==> src/rtl/disp_pkg.sv <==
// disp_pkg
// Shared constants and helpers for the seven-segment scan controller.
//   NUM_DIGITS / NIBBLE_W / DIGIT_IDX_W : display geometry
//   DATA_W                              : packed display value width
//   digit_idx_t                         : digit select type
//   lz_blank_mask()                     : leading-zero blank mask of a value
package disp_pkg;

    localparam int NUM_DIGITS  = 8;
    localparam int NIBBLE_W    = 4;
    localparam int DIGIT_IDX_W = 3;
    localparam int DATA_W      = NUM_DIGITS * NIBBLE_W;

    typedef logic [DIGIT_IDX_W-1:0] digit_idx_t;

    // Bit i is set when nibbles NUM_DIGITS-1 down to i are all zero.
    // Digit 0 always shows, so a value of zero still displays "0".
    function automatic logic [NUM_DIGITS-1:0] lz_blank_mask(input logic [DATA_W-1:0] value);
        logic [NUM_DIGITS-1:0] mask;
        logic                  above_zero;
        mask       = '0;
        above_zero = 1'b1;
        for (int i = NUM_DIGITS - 1; i >= 1; i--) begin
            above_zero = above_zero & (value[i*NIBBLE_W +: NIBBLE_W] == '0);
            mask[i]    = above_zero;
        end
        return mask;
    endfunction

endpackage

==> src/rtl/disp_scan_ctrl_if.sv <==
// disp_scan_ctrl_if
// Valid/ready load port carrying a new display value into the scan controller.
//   load_valid : source offers load_data
//   load_data  : 32-bit display value, nibble i = bits [4i+3:4i]
//   load_ready : sink pending buffer is empty
// Modports: master = value source, slave = scan controller.
interface disp_scan_ctrl_if;
    import disp_pkg::*;

    logic              load_valid;
    logic [DATA_W-1:0] load_data;
    logic              load_ready;

    modport master (
        output load_valid,
        output load_data,
        input  load_ready
    );

    modport slave (
        input  load_valid,
        input  load_data,
        output load_ready
    );

endinterface

==> src/rtl/disp_prescaler.sv <==
// disp_prescaler
// Refresh prescaler: counts 0..PRESCALE-1 while enabled, held at 0 otherwise.
//   clk, rst_n : clock, asynchronous active-low reset
//   en         : count enable; low forces the count to 0
//   slot_end   : combinational, high in the last cycle of a digit slot
//   dead_next  : combinational, the count after this edge lies in the dead time
module disp_prescaler #(
    parameter int PRESCALE = 50000,
    parameter int DEAD     = 16,
    parameter int CNT_W    = $clog2(PRESCALE)
) (
    input  logic clk,
    input  logic rst_n,
    input  logic en,
    output logic slot_end,
    output logic dead_next
);

    localparam logic [CNT_W-1:0] LAST = CNT_W'(PRESCALE - 1);

    logic [CNT_W-1:0] cnt_reg;
    logic [CNT_W-1:0] cnt_next;

    always_comb begin
        cnt_next = cnt_reg;
        if (!en) begin
            cnt_next = '0;
        end else if (cnt_reg == LAST) begin
            cnt_next = '0;
        end else begin
            cnt_next = cnt_reg + CNT_W'(1);
        end
    end

    always_ff @(posedge clk or negedge rst_n) begin
        if (!rst_n) begin
            cnt_reg <= '0;
        end else begin
            cnt_reg <= cnt_next;
        end
    end

    assign slot_end = en && (cnt_reg == LAST);

    // The anode register is loaded from next-state values, so the dead-time
    // flag looks at the count that will be current after the edge.
    generate
        if (DEAD == 0) begin : g_no_dead
            assign dead_next = 1'b0;
        end else begin : g_dead
            localparam logic [CNT_W-1:0] DEAD_C = CNT_W'(DEAD);
            assign dead_next = (cnt_next < DEAD_C);
        end
    endgenerate

endmodule

==> src/rtl/disp_scan_ctrl.sv <==
// disp_scan_ctrl
// Refresh/scan controller for an 8-digit seven-segment display feeding an
// 8:1 nibble mux. A new value is taken through a one-entry pending buffer and
// copied into the frame-stable shadow register at a frame boundary (or at once
// while the display is disabled).
//   clk, rst_n : clock, asynchronous active-low reset
//   enable     : scan enable; low = display dark, scan held at digit 0
//   load       : valid/ready load port (slave side)
//   blank_lz   : leading-zero blanking enable
//   digits     : shadow register, drives the mux data inputs
//   sel        : current digit index, drives the mux select
//   anode_n    : active-low digit enables, one-hot-low or all ones
//   digit_tick : one-cycle pulse when sel advances
//   frame_tick : one-cycle pulse when sel wraps 7 -> 0
module disp_scan_ctrl
    import disp_pkg::*;
#(
    parameter int PRESCALE = 50000,
    parameter int DEAD     = 16,
    parameter int CNT_W    = $clog2(PRESCALE)
) (
    input  logic                  clk,
    input  logic                  rst_n,
    input  logic                  enable,
    disp_scan_ctrl_if.slave       load,
    input  logic                  blank_lz,
    output logic [DATA_W-1:0]     digits,
    output digit_idx_t            sel,
    output logic [NUM_DIGITS-1:0] anode_n,
    output logic                  digit_tick,
    output logic                  frame_tick
);

    generate
        if (PRESCALE < 2 || DEAD < 0 || DEAD >= PRESCALE) begin : g_bad_params
            $error("disp_scan_ctrl: need PRESCALE >= 2 and 0 <= DEAD < PRESCALE");
        end
    endgenerate

    localparam digit_idx_t LAST_DIGIT = DIGIT_IDX_W'(NUM_DIGITS - 1);

    logic slot_end;
    logic dead_next;

    disp_prescaler #(
        .PRESCALE (PRESCALE),
        .DEAD     (DEAD),
        .CNT_W    (CNT_W)
    ) u_prescaler (
        .clk       (clk),
        .rst_n     (rst_n),
        .en        (enable),
        .slot_end  (slot_end),
        .dead_next (dead_next)
    );

    digit_idx_t            sel_reg, sel_next;
    logic [DATA_W-1:0]     digits_reg, digits_next;
    logic [DATA_W-1:0]     pend_reg, pend_next;
    logic                  pend_full_reg, pend_full_next;
    logic [NUM_DIGITS-1:0] anode_reg, anode_next;
    logic                  digit_tick_reg, digit_tick_next;
    logic                  frame_tick_reg, frame_tick_next;
    logic                  frame_end;
    logic                  xfer;
    logic                  accept;
    logic [NUM_DIGITS-1:0] blank_mask;

    assign frame_end = slot_end && (sel_reg == LAST_DIGIT);

    // A transfer needs a buffer that was already full before this edge and a
    // capture needs an empty one, so they can never chain within one cycle.
    assign xfer   = pend_full_reg && (!enable || frame_end);
    assign accept = load.load_valid && !pend_full_reg;

    always_comb begin
        digits_next    = digits_reg;
        pend_next      = pend_reg;
        pend_full_next = pend_full_reg;
        if (xfer) begin
            digits_next    = pend_reg;
            pend_full_next = 1'b0;
        end else if (accept) begin
            pend_next      = load.load_data;
            pend_full_next = 1'b1;
        end
    end

    always_comb begin
        sel_next = sel_reg;
        if (!enable) begin
            sel_next = '0;
        end else if (slot_end) begin
            sel_next = sel_reg + DIGIT_IDX_W'(1);
        end
    end

    assign digit_tick_next = slot_end;
    assign frame_tick_next = frame_end;

    // Blanking follows the value that will be on the mux after this edge so
    // a freshly transferred value is blanked correctly from its first slot.
    assign blank_mask = blank_lz ? lz_blank_mask(digits_next) : '0;

    generate
        for (genvar gi = 0; gi < NUM_DIGITS; gi++) begin : g_anode
            assign anode_next[gi] = ~(enable && !dead_next && !blank_mask[gi] &&
                                      (sel_next == DIGIT_IDX_W'(gi)));
        end
    endgenerate

    always_ff @(posedge clk or negedge rst_n) begin
        if (!rst_n) begin
            sel_reg        <= '0;
            digits_reg     <= '0;
            pend_reg       <= '0;
            pend_full_reg  <= 1'b0;
            anode_reg      <= '1;
            digit_tick_reg <= 1'b0;
            frame_tick_reg <= 1'b0;
        end else begin
            sel_reg        <= sel_next;
            digits_reg     <= digits_next;
            pend_reg       <= pend_next;
            pend_full_reg  <= pend_full_next;
            anode_reg      <= anode_next;
            digit_tick_reg <= digit_tick_next;
            frame_tick_reg <= frame_tick_next;
        end
    end

    assign load.load_ready = !pend_full_reg;
    assign digits          = digits_reg;
    assign sel             = sel_reg;
    assign anode_n         = anode_reg;
    assign digit_tick      = digit_tick_reg;
    assign frame_tick      = frame_tick_reg;

endmodule
==> src/flat_wrapper.sv <==
// flat-port wrapper written by rule: the top's interface ports become plain ports
module disp_scan_ctrl_flat import disp_pkg::*;
#(
    parameter int PRESCALE = 50000,
    parameter int DEAD     = 16,
    parameter int CNT_W    = $clog2(PRESCALE)
)
  (clk, rst_n, enable, blank_lz, digits, sel, anode_n, digit_tick, frame_tick, load_load_valid, load_load_data, load_load_ready);
  disp_scan_ctrl_if load_i ();
  input  logic clk;
  input  logic rst_n;
  input  logic enable;
  input  logic blank_lz;
  output logic [DATA_W-1:0] digits;
  output digit_idx_t sel;
  output logic [NUM_DIGITS-1:0] anode_n;
  output logic digit_tick;
  output logic frame_tick;
  input wire logic [$bits(load_i.load_valid)-1:0] load_load_valid;
  input wire logic [$bits(load_i.load_data)-1:0] load_load_data;
  output wire logic [$bits(load_i.load_ready)-1:0] load_load_ready;
  assign load_i.load_valid = load_load_valid;
  assign load_i.load_data = load_load_data;
  assign load_load_ready = load_i.load_ready;
  disp_scan_ctrl #(.PRESCALE(PRESCALE), .DEAD(DEAD), .CNT_W(CNT_W)) u_core (.clk(clk), .rst_n(rst_n), .enable(enable), .load(load_i), .blank_lz(blank_lz), .digits(digits), .sel(sel), .anode_n(anode_n), .digit_tick(digit_tick), .frame_tick(frame_tick));
endmodule
==> config.mk <==
export PLATFORM = sky130hd
export DESIGN_NAME = disp_scan_ctrl_flat
export DESIGN_NICKNAME = d
export VERILOG_FILES = /design/src/rtl/disp_pkg.sv /design/src/rtl/disp_scan_ctrl_if.sv /design/src/rtl/disp_prescaler.sv /design/src/rtl/disp_scan_ctrl.sv /design/src/flat_wrapper.sv
export SDC_FILE = /design/constraint.sdc
export NUM_CORES = 1
export LEC_CHECK = 0
export CORE_MARGIN = 2
export CORE_UTILIZATION = 35
export DETAILED_ROUTE_END_ITERATION = 10
export PLACE_DENSITY = 0.64
export SETUP_SLACK_MARGIN = 0.3
export SLEW_MARGIN = 20
export SYNTH_ARGS = -nofsm -noshare
export SYNTH_HDL_FRONTEND = slang
export SYNTH_HIERARCHICAL = 1
export SYNTH_SLANG_ARGS = --single-unit
==> constraint.sdc <==
create_clock -name clk -period 5.7 [get_ports clk]
set_clock_uncertainty 0.05 [all_clocks]
set_input_delay 1.14 -clock clk [delete_from_list [all_inputs] [get_ports clk]]
set_output_delay 1.14 -clock clk [all_outputs]
set_load 0.03 [all_outputs]
Yosys cells after proc, flatten, opt, wreduce, memory -nomap -nowiden
Cells that the tools add are included. W data, S select, Z words.

Bits in registers: 94. Input bits: 37. Output and inout bits: 46. Logic and storage cells: 87.

$add $sub $neg: 2. Magnitude comparators: 1. Eq/ne operators: 9. Mux-type cells: 8. Bitwise operators: 15. Reductions and logical operators: 43.

Operators with widths (count): $mux W16 (2); $mux W32 (1); $logic_not A4 Y1 (7); $logic_and A1 B1 Y1 (21); $add A16 B1 Y16 const B (1); $eq A16 B16 Y1 const B (1); $lt A16 B5 Y1 const B (1); $eq A3 B3 Y1 const B (5); $logic_not A1 Y1 (11); $not A1 Y1 (9); $mux W8 (1); $and A1 B1 Y1 (6); $eq A3 B2 Y1 const B (2); $mux W3 (2); $add A3 B1 Y3 const B (1); $eq A3 B1 Y1 const B (1); $logic_not A3 Y1 (1); $mux W1 (2); $reduce_and A2 Y1 (1); $reduce_bool A2 Y1 (1); $logic_or A1 B1 Y1 (1).

Longest topological paths before layout
Gate-level depths: netlist of run 1.

Word-level depth: 18. Mapped depth: 11. Mapped depth without buffers: 9.

By module
Netlist of run 1, hierarchy kept.

Modules (own cells, without submodules): disp_scan_ctrl (times used 1, cells an instance 209, area an instance 3169.3 um^2); disp_prescaler (times used 1, cells an instance 108, area an instance 1027.2 um^2).

Worst setup path before layout of run 1
OpenSTA, ideal clock, no wires.

Kind: reg-to-reg. From: register u_core.u_prescaler.cnt_reg[0]. To: register u_core.anode_reg[5], in the netlist u_core/anode_n[5]. Setup time: 0.094 ns. Data arrival time: 2.471 ns. Required time: 5.556 ns. Path slack: 3.085 ns. Stages on the path, launching flop included: 9. Path buffers: 0. Cells stage by stage: dfrtp_1 > ha_1 > nand3_2 > nor4_4 > mux2_2 > a31oi_1 > o41ai_2 > or3b_1 > or4_1.

Elaborated cells on any way between the ends: 25. Those cells by class: add/sub (1); order compare (1); eq/ne (2); mux (6); bitwise (3); reduce/logical (12).

RTL lines: start, declared (RTL line disp_prescaler.sv:21) `logic [CNT_W-1:0] cnt_reg;`; start signal, assigned (RTL line disp_prescaler.sv:39) `cnt_reg <= cnt_next;`; $add A16 B1 Y16 or $eq A16 B16 Y1 (tied branches) (RTL line disp_prescaler.sv:31, disp_prescaler.sv:28); $mux W16 (*) (RTL line disp_prescaler.sv:28) `end else if (cnt_reg == LAST) begin`; $mux W16 (*) (RTL line disp_prescaler.sv:26) `if (!en) begin`; $lt A16 B5 Y1 (*) (RTL line disp_prescaler.sv:52) `assign dead_next = (cnt_next < DEAD_C);`; net u_core.dead_next (RTL line disp_scan_ctrl.sv:43) `logic dead_next;`; $logic_not A1 Y1 (*) (RTL line disp_scan_ctrl.sv:107) `assign anode_next[gi] = ~(enable && !dead_next && !blank_mask[gi] &&`; $logic_and A1 B1 Y1 (*) (3 in series) (RTL line disp_scan_ctrl.sv:107); $not A1 Y1 (*) (RTL line disp_scan_ctrl.sv:107); net u_core.anode_next[5] (RTL line disp_scan_ctrl.sv:61) `logic [NUM_DIGITS-1:0] anode_reg, anode_next;`; end signal, assigned (RTL line disp_scan_ctrl.sv:126) `anode_reg <= anode_next;`; end, declared (RTL line disp_scan_ctrl.sv:61).

The timed path passes the listed nets; every way through them passes the cells marked *. A chain may end at the register's enable or synchronous reset.

Worst setup path in the final report of run 1
From: input port enable. To: register u_core.anode_reg[4], in the netlist u_core/anode_n[4].

Word-level cells in the longest chain between the ends: 14. Elaborated cells on any way between the ends: 25. Those cells by class: order compare (1); eq/ne (1); mux (5); bitwise (4); reduce/logical (14).

RTL lines: start, declared (RTL line flat_wrapper.sv:12) `input logic enable;`; $logic_and A1 B1 Y1 (*) (RTL line disp_prescaler.sv:43) `assign slot_end = en && (cnt_reg == LAST);`; net u_core.digit_tick_next (RTL line disp_scan_ctrl.sv:62) `logic digit_tick_reg, digit_tick_next;`; $logic_and A1 B1 Y1 (RTL line disp_scan_ctrl.sv:69) `assign frame_end = slot_end && (sel_reg == LAST_DIGIT);`; $logic_or A1 B1 Y1 (RTL line disp_scan_ctrl.sv:73) `assign xfer = pend_full_reg && (!enable || frame_end);`; $logic_and A1 B1 Y1 (RTL line disp_scan_ctrl.sv:73); $mux W32 (RTL line disp_scan_ctrl.sv:80) `if (xfer) begin`; $logic_not A4 Y1 (RTL line disp_pkg.sv:24) `above_zero = above_zero & (value[i*NIBBLE_W +: NIBBLE_W] == '0);`; $and A1 B1 Y1 (3 in series) (RTL line disp_pkg.sv:24); $mux W8 (RTL line disp_scan_ctrl.sv:103) `assign blank_mask = blank_lz ? lz_blank_mask(digits_next) : '0;`; $logic_not A1 Y1 (RTL line disp_scan_ctrl.sv:107); $logic_and A1 B1 Y1 (RTL line disp_scan_ctrl.sv:107); $logic_and A1 B1 Y1 (*) (RTL line disp_scan_ctrl.sv:107); $not A1 Y1 (*) (RTL line disp_scan_ctrl.sv:107); net u_core.anode_next[4] (RTL line disp_scan_ctrl.sv:61).

Marked as above.

==> results of run 1 <==
-- cell usage in the layout, fill, tap and decap left out, types with 5 or more instances in the layout --
master           netlist  routed
and3_1                 5       5
clkbuf_16              0       9
clkdlybuf4s50_1        0      81
dfrtp_1               86      86
dfstp_2                8       8
inv_1                  8       8
mux2_2                63      63
mux2i_1                7       7
nand2_1                7       6
nand3_1                5       5
nand4_1                6       6
nor2_1                16      16
nor3_1                 5       5
nor4_1                18      18
xnor2_1               10      10
xor2_1                 5       5
-- through the flow --
step                util (%)  hold WS [ns]
floorplan                  -        0.4266
global placement       44.18        0.4427
detailed placement     44.18        0.4452
CTS                    46.63        0.4626
global route           46.63        0.4747
finish                 46.63        0.4566
-- layer usage --
layer	vias up	part of all wire, %	global-route usage [%]
li1	1316	-	-
met1	1380	43	17.26
met2	75	48	23.55
met3	11	7.4	5.792
met4	0	1.3	3.902
met5	-	0	0
-- cell usage after synthesis, types with 3 or more instances --
cell type / number / area share (%)
dfrtp_1: 86 / 51
xor2_1: 5 / 1.0
nand2_1: 7 / 0.63
nor4_1: 18 / 2.7
nand3_1: 5 / 0.60
nor3_1: 5 / 0.60
inv_1: 8 / 0.72
buf_4: 4 / 0.72
mux2i_1: 7 / 1.7
dfstp_2: 8 / 5.0
ha_1: 3 / 0.89
mux2_2: 63 / 17
a31oi_1: 3 / 0.45
buf_2: 6 / 0.72
and3_1: 5 / 0.75
nand4_1: 6 / 0.89
nor2b_1: 3 / 0.45
clkbuf_1: 4 / 0.36
xnor2_1: 10 / 2.1
nor2_1: 16 / 1.4
and2_1: 3 / 0.45
o2111ai_1: 3 / 0.63
-- layout make-up --
class	instances	share of cell area [%]
Sequential cell	94	43.81
Multi-Input combinational cell	199	31.76
Timing Repair Buffer	83	15.31
Clock buffer	10	4.246
Tap cell	143	3.318
Clock inverter	6	0.9977
Inverter	8	0.5568
-- logic make-up after synthesis --
logic type,after synthesis
buffers and inverters,24
xor gates and xnor gates,15
muxes,73
and+or+nand+nor,88
adders and majority gates,3
AOI/OAI and AO/OA,20
DFF,94
-- worst max-delay path, cell delays in order --
cell,delay (ns)
clkdlybuf4s50_1,0.64
inv_1,0.09
nor2_1,0.41
a21bo_2,0.25
nand2_2,0.52
mux2_4,0.50
a2111o_1,0.40
-- power breakdown --
group          internal (uW)  switching (uW)
sequential               827             130
combinational            326             335
clock                    303             258
-- worst max-delay path by stage --
stage          cells past startpoint  slack, ns                           to
2_1_floorplan                      8       3.08  u_core/anode_n[5]$_DFF_PN1_
3_3_place_gp                       7       1.66  u_core/anode_n[4]$_DFF_PN1_
3_5_place_dp                       7       1.54  u_core/anode_n[4]$_DFF_PN1_
4_1_cts                            7       1.90  u_core/anode_n[4]$_DFF_PN1_
5_1_grt                            7       1.72  u_core/anode_n[4]$_DFF_PN1_
6_report                           7       1.94  u_core/anode_n[4]$_DFF_PN1_
==> flow_metrics.env, run 1 <==
export IMPL_n_antenna_cell=0
export IMPL_num_vias=2782
export IMPL_dieHeight_um=113.5
export IMPL_maxCapViolCount=0
export IMPL_finalWeightedCongestion=0.7713
export IMPL_synthMuxAreaShare_pct=19.47
export IMPL_synth_fp_nets=357
export IMPL_wl_per_cell_um=16.01
export IMPL_report_power_total_uw=2179
export IMPL_hold_buffers=0
export IMPL_cts_sinks=94
export IMPL_fin_nets=435
export IMPL_nFillCells=1035
export IMPL_post_place_ws_ns=1.545
export IMPL_cts_setup_buffers=0
export IMPL_io_pins=83
export IMPL_placement_rows=39
export IMPL_synth_distinct_cells=53
export IMPL_drc=0
export IMPL_numCtsBuffers=9
export IMPL_yosys_area_share_xor_xnor_pct=3.131
export IMPL_postSynthAreaPerCell_um2=13.24
export IMPL_hold_end="u_core/pend_reg[1]$_DFFE_PN0P_"
export IMPL_holdPathStages=1
export IMPL_min_period_ns=3.759
export IMPL_synthFlopType="dfrtp_1"
export IMPL_status="finished, final reports clean"
export IMPL_synth_top_family_by_area="multiplexers"
export IMPL_drtIter0Drc=89
export IMPL_htree_levels=3
export IMPL_grt_max_degree=61
export IMPL_dr_pass1_iters=4
export IMPL_dp_hpwl_mm=6.278
export IMPL_place_area_um2=5110
export IMPL_cts_buffer_depth=2
export IMPL_relSlewSlack_pct=39.04
export IMPL_hold_class="flip-flop to flip-flop"
export IMPL_grt_pass1_vias=2872
export IMPL_yosysSeqAreaShare_pct=56.29
export IMPL_setup_viol=0
export IMPL_cp_data_arrival_time_ns=3.97
export IMPL_cts_tree="yes"
export IMPL_cts_resized=0
export IMPL_die_w_um=113.5
export IMPL_reg2reg_depth=8
export IMPL_fin_crit_sh_pct=65.96
export IMPL_drive_gt1_share_pct=25.50
export IMPL_synthAdderAreaFrac_pct=0.8945
export IMPL_hold_violations=0
export IMPL_p_per_area_nw_per_um2=404.0
export IMPL_dpl_cell_count=527
export IMPL_cp_end_kind="flip-flop"
export IMPL_vias_per_cell=5.123
export IMPL_multi_input_area_um2=1713
export IMPL_synth_seq_cells=94
export IMPL_fin_cells=543
export IMPL_drt_antenna_violating_nets=0
export IMPL_reg2reg_from="u_core/u_prescaler/cnt_reg[0]$_DFF_PN0_"
export IMPL_worst_pin_slew_ns=0.9112
export IMPL_cp_required_ns=5.91
export IMPL_antenna_found_initial=0
export IMPL_synthArstFlopShare_pct=100.0
export IMPL_tns_ns=0
export IMPL_rrSetupSlack_ns=2.36
export IMPL_design_area_um2=5393
export IMPL_detail_route_wirelength_mm=8.693
export IMPL_synth_edf_count=0
export IMPL_synthSimpleGateAreaFrac_pct=13.12
export IMPL_timing_fmax_mhz=266.0
export IMPL_rsz0062_at_grt="false"
export IMPL_seq_area_um2=2362
export IMPL_area_delta_synth_final_pct=28.50
export IMPL_ir_worst_vdd_uv=238.3
export IMPL_p_leak_uw=0.002222
export IMPL_startpoint="enable"
export IMPL_syn_inst=317
export IMPL_slew_viol_final=0
export IMPL_grt_pass1_wl_mm=14.39
export IMPL_crit_fanout=38
export IMPL_port_buffers=82
export IMPL_clk_latency_ns=0.33
export IMPL_synth_compound_area_share_pct=3.965
export IMPL_start_kind="input port"
export IMPL_setup_slack_ns=1.941
export IMPL_path_class="input port to flip-flop"
export IMPL_netlist_area_um2=4197
export IMPL_path_clk_slew_ns=0.07
export IMPL_hp_start="u_core/pend_reg[1]$_DFFE_PN0P_"
export IMPL_grt_overflow_total=0
export IMPL_r2r_end="u_core/anode_n[4]$_DFF_PN1_"
export IMPL_die_area_um2=12880
export IMPL_fp_coreArea_um2=11560
export IMPL_start_util_pct=36.29
export IMPL_ys_warn_count=6
export IMPL_grt_total_usage_pct=14.22
export IMPL_cts_root_buf="clkbuf_16"
Power figures use the tool's default switching activity.
==> run 2, diff against run 1 <==
==> constraint.sdc (replaced) <==
create_clock -name clk -period 3.8 [get_ports clk]
set_clock_uncertainty 0.05 [all_clocks]
set_input_delay 0.76 -clock clk [delete_from_list [all_inputs] [get_ports clk]]
set_output_delay 0.76 -clock clk [all_outputs]
set_load 0.03 [all_outputs]
==> flow_metrics.env, run 2 (same netlist as run 1, synthesis figures left out) <==
export IMPL_status="finished, final reports clean"
export IMPL_cts_buffer_depth=2
export IMPL_die_area_um2=12880
export IMPL_grt_overflow_total=0
export IMPL_tns_ns=0
export IMPL_maxCapViolCount=0
export IMPL_timing_fmax_mhz=348.5
export IMPL_placement_rows=39
export IMPL_fin_cells=545
export IMPL_grt_max_degree=87
export IMPL_post_place_ws_ns=0.6022
export IMPL_htree_levels=3
export IMPL_cts_tree="yes"
export IMPL_ir_worst_vdd_uv=390.8
export IMPL_num_vias=2784
export IMPL_antenna_found_initial=0
export IMPL_p_per_area_nw_per_um2=616.0
export IMPL_power_share_combinational_pct=29.7
export IMPL_rsz0062_at_grt="false"
export IMPL_grt_pass1_vias=2815
export IMPL_swShare_pct=32.36
export IMPL_cts_resized=0
export IMPL_numCtsBuffers=9
export IMPL_io_pins=83
export IMPL_layout_commonest_cell="dfrtp_1"
export IMPL_crit_fanout=6
export IMPL_fp_coreArea_um2=11560
export IMPL_slew_viol_final=0
export IMPL_worstPathCellList="ha_1 -> nand3_2 -> nor4_4 -> mux2_2 -> a31oi_1 -> o41ai_2 -> or3b_1 -> or4_1"
export IMPL_drive_gt1_share_pct=26.12
export IMPL_clk_latency_ns=0.34
export IMPL_relSlewSlack_pct=46.55
export IMPL_power_frac_seq_pct=43.0
export IMPL_dieHeight_um=113.5
export IMPL_fin_crit_sh_pct=75.51
export IMPL_path_clk_slew_ns=0.06
export IMPL_power_share_clock_pct=27.3
export IMPL_dr_pass1_iters=4
export IMPL_fin_nets=437
export IMPL_setup_viol=0
export IMPL_dp_hpwl_mm=6.328
export IMPL_drc=0
export IMPL_start_util_pct=36.29
export IMPL_grt_pass1_wl_mm=14.48
export IMPL_fin_util_pct=47.01
export IMPL_worst_pin_slew_ns=0.8017
export IMPL_dpl_cell_count=529
export IMPL_n_antenna_cell=0
export IMPL_cp_data_arrival_time_ns=3.07
export IMPL_drtIter0Drc=168
export IMPL_p_leak_uw=0.002253
export IMPL_slowest_delay_ns=0.45
export IMPL_die_w_um=113.5
export IMPL_detail_route_wirelength_mm=8.929
export IMPL_path_class="flip-flop to flip-flop"
export IMPL_start_kind="flip-flop"
export IMPL_setup_slack_ns=0.9305
export IMPL_cts_setup_buffers=0
export IMPL_area_delta_synth_final_pct=29.55
export IMPL_hold_class="input port to asynchronous set/reset pin"
export IMPL_hold_buffers=0
export IMPL_layout_common_cells="86 x dfrtp_1, 81 x clkdlybuf4s50_1, 63 x mux2_2, 18 x nor4_1, 16 x nor2_1"
export IMPL_vias_per_cell=5.108
export IMPL_cp_end_kind="flip-flop"
export IMPL_wl_per_cell_um=16.38
export IMPL_p_int_uw=2265
export IMPL_crit_path_top_delay_cell="dfrtp_1"
export IMPL_min_period_ns=2.869
export IMPL_cp_required_ns=4.00
export IMPL_grt_total_usage_pct=14.47
export IMPL_p_sw_uw=1084
export IMPL_cts_root_buf="clkbuf_16"
export IMPL_hold_violations=0
export IMPL_finalWeightedCongestion=0.8085
export IMPL_drt_antenna_violating_nets=0
export IMPL_cts_sinks=94
export IMPL_port_buffers=82
run 2: through the flow:
| stage | total power (uW) | hold slack (ns) | instance area [um^2] |
|---|---|---|---|
| 5_1_grt | 3508 | 0.4775 | 5436 |
| 4_1_cts | 3394 | 0.4611 | 5433 |
| 2_1_floorplan | 1988 | 0.4144 | 4197 |
| 3_5_place_dp | 2458 | 0.4456 | 5125 |
| 3_3_place_gp | 2439 | 0.4409 | 5125 |
| 6_report | 3349 | 0.3998 | 5436 |
run 2: final timing paths:
check                                                        startpoint                                        to  slack, ns  cells after the start
max in group asynchronous                                         rst_n   u_core/u_prescaler/cnt_reg[5]$_DFF_PN0_       2.69                      2
min in group clk                         u_core/pend_reg[1]$_DFFE_PN0P_            u_core/pend_reg[1]$_DFFE_PN0P_       0.46                      1
worst min-delay path                                              rst_n  u_core/u_prescaler/cnt_reg[14]$_DFF_PN0_       0.40                      1
worst min register to register           u_core/pend_reg[1]$_DFFE_PN0P_            u_core/pend_reg[1]$_DFFE_PN0P_       0.46                      1
worst max register to register  u_core/u_prescaler/cnt_reg[0]$_DFF_PN0_               u_core/anode_n[5]$_DFF_PN1_       0.93                      8
worst max-delay path            u_core/u_prescaler/cnt_reg[0]$_DFF_PN0_               u_core/anode_n[5]$_DFF_PN1_       0.93                      8
run 2: final cells by class:
type | instances | area, um^2
Multi-Input combinational cell | 199 | 1713
Clock buffer | 10 | 239.0
Inverter | 8 | 30.03
Tap cell | 143 | 178.9
Fill cell | 1032 | 6128
Sequential cell | 94 | 2362
Timing Repair Buffer | 85 | 844.6
Clock inverter | 6 | 68.82
run 2: routing by layer:
layer,vias to the layer above,GRT usage (%),routed length [um]
li1,1309,-,-
met3,4,5.685,512
met2,67,22.51,4325
met1,1404,18.84,4033
met4,0,4.228,58
met5,-,0,0
run 2: power groups by stage:
stage | clock [uW] | combinational, uW | sequential (uW)
6_report | 915 | 995 | 1440
5_1_grt | 985 | 1050 | 1470
4_1_cts | 947 | 1010 | 1440
3_5_place_dp | 0 | 1000 | 1460
3_3_place_gp | 0 | 988 | 1450
2_1_floorplan | 0 | 295 | 1690
run 2: critical path, delay by kind of cell, from the launching register on:
kind | cells | cell delay [ns]
AOI/OAI and AO/OA | 2 | 0.29
adders and majority gates | 1 | 0.24
DFF | 1 | 0.45
muxes | 1 | 0.37
and+or+nand+nor | 4 | 1.38
==> run 3, diff against run 2 <==
==> constraint.sdc (replaced) <==
create_clock -name clk -period 2.8 [get_ports clk]
set_clock_uncertainty 0.05 [all_clocks]
set_input_delay 0.56 -clock clk [delete_from_list [all_inputs] [get_ports clk]]
set_output_delay 0.56 -clock clk [all_outputs]
set_load 0.03 [all_outputs]
==> flow_metrics.env, run 3 (same netlist as run 1, synthesis figures left out) <==
export IMPL_cp_required_ns=3.00
export IMPL_numCtsBuffers=9
export IMPL_grt_pass1_vias=2981
export IMPL_place_area_um2=5207
export IMPL_layout_common_cells="81 x clkdlybuf4s50_1, 76 x dfrtp_1, 62 x mux2_2, 31 x buf_4, 16 x nor4_1"
export IMPL_rsz0062_at_grt="true"
export IMPL_finalWeightedCongestion=0.8478
export IMPL_cp_data_arrival_time_ns=2.72
export IMPL_timing_fmax_mhz=396.7
export IMPL_cts_buffer_depth=2
export IMPL_die_area_um2=12880
export IMPL_area_delta_synth_final_pct=37.27
export IMPL_p_leak_uw=0.002390
export IMPL_tns_ns=0
export IMPL_hold_violations=0
export IMPL_wl_per_cell_um=16.64
export IMPL_drt_antenna_violating_nets=0
export IMPL_grt_max_degree=71
export IMPL_drtIter0Drc=92
export IMPL_port_buffers=82
export IMPL_fin_cells=573
export IMPL_fin_nets=465
export IMPL_io_pins=83
export IMPL_placement_rows=39
export IMPL_ir_worst_vdd_uv=425.9
export IMPL_min_period_ns=2.521
export IMPL_detail_route_wirelength_mm=9.534
export IMPL_dr_pass1_iters=4
export IMPL_dpl_cell_count=538
export IMPL_path_class="flip-flop to flip-flop"
export IMPL_hold_buffers=0
export IMPL_whs_ns=0.07124
export IMPL_fin_util_pct=49.81
export IMPL_num_vias=2916
export IMPL_antenna_found_initial=0
export IMPL_fin_crit_sh_pct=90.03
export IMPL_vias_per_cell=5.089
export IMPL_cts_tree="yes"
export IMPL_grt_total_usage_pct=15.11
export IMPL_cts_root_buf="clkbuf_16"
export IMPL_grt_pass1_wl_mm=15.14
export IMPL_crit_fanout=4
export IMPL_maxCapViolCount=0
export IMPL_slew_viol_final=0
export IMPL_cp_end_kind="flip-flop"
export IMPL_drc=0
export IMPL_dieHeight_um=113.5
export IMPL_design_area_um2=5761
export IMPL_htree_levels=3
export IMPL_status="finished, final reports clean"
export IMPL_start_util_pct=36.29
export IMPL_grt_overflow_total=0
export IMPL_die_w_um=113.5
export IMPL_n_antenna_cell=0
export IMPL_p_per_area_nw_per_um2=772.4
export IMPL_fp_coreArea_um2=11560
export IMPL_worst_pin_slew_ns=0.5758
export IMPL_layout_commonest_cell="clkdlybuf4s50_1"
export IMPL_hold_class="input port to asynchronous set/reset pin"
export IMPL_cts_sinks=94
export IMPL_drive_gt1_share_pct=36.05
export IMPL_setup_viol=0
export IMPL_dp_hpwl_mm=6.703
export IMPL_relSlewSlack_pct=61.26
export IMPL_start_kind="flip-flop"
export IMPL_path_clk_slew_ns=0.07
export IMPL_clk_latency_ns=0.34
-- run 3: changes by cell type in the layout (fill, tap and decap cells not counted), sizes merged --
cell,before,now
buf,4,32
bufinv,1,0
clkbuf,10,11
clkinv,3,4
clkinvlp,0,1
inv,10,8
-- run 3: worst max-delay path, cell delays in order (launching register included) --
cell	delay (ns)
dfrtp_1	0.38
ha_4	0.16
nand3_4	0.09
or3_4	0.42
mux2i_1	0.12
mux2i_1	0.28
o41ai_4	0.12
or3b_4	0.39
or4_4	0.41
-- run 3: power by group --
| part | switching (uW) | leakage (uW) | internal [uW] | total, uW |
|---|---|---|---|---|
| Sequential | 250 | 0.00112 | 1690 | 1940 |
| Combinational | 701 | 0.00114 | 682 | 1380 |
| Clock | 505 | 0.000135 | 626 | 1130 |
-- run 3: layer usage --
layer	wire, um	global-route usage [%]
met5	0	0
met4	204	6.911
met3	606	5.101
met2	4513	22.83
met1	4211	19.76
-- run 3: layout make-up --
class                           count  area (um^2)
Fill cell                        1004         5804
Sequential cell                    94         2375
Multi-Input combinational cell    199         1836
Timing Repair Buffer              113         1064
Clock buffer                       11        242.7
Tap cell                          143        178.9
Clock inverter                      5        35.03
Inverter                            8        30.03
-- run 3: through the flow --
| stage | total power (uW) | setup WS [ns] |
|---|---|---|
| final | 4449 | 0.2792 |
| after floorplan | 2698 | 0.3340 |
| after global routing | 4675 | 0.1953 |
| after CTS | 4502 | 0.3116 |
| after global placement | 3321 | 0.1893 |
| after detailed placement | 3349 | 0.1375 |
-- run 3: what timing repair did --
| item | 4_1_cts | 5_1_grt |
|---|---|---|
| setup endpoints to repair | 4 | 8 |
| setup buffers | 5 | 14 |
| pin swaps | 3 | 9 |
| resized for setup | 12 | 18 |
-- run 3: final timing paths --
kind | cells past startpoint | startpoint | slack [ns] | to
min in group clk | 1 | u_core/pend_reg[2]$_DFFE_PN0P_ | 0.45 | u_core/pend_reg[2]$_DFFE_PN0P_
worst min register to register | 1 | u_core/pend_reg[2]$_DFFE_PN0P_ | 0.45 | u_core/pend_reg[2]$_DFFE_PN0P_
worst min-delay path | 1 | rst_n | 0.07 | u_core/digits[7]$_DFF_PN0_
worst max register to register | 8 | u_core/u_prescaler/cnt_reg[1]$_DFF_PN0_ | 0.28 | u_core/anode_n[5]$_DFF_PN1_
worst max-delay path | 8 | u_core/u_prescaler/cnt_reg[1]$_DFF_PN0_ | 0.28 | u_core/anode_n[5]$_DFF_PN1_
max in group asynchronous | 2 | rst_n | 1.94 | u_core/anode_n[4]$_DFF_PN1_
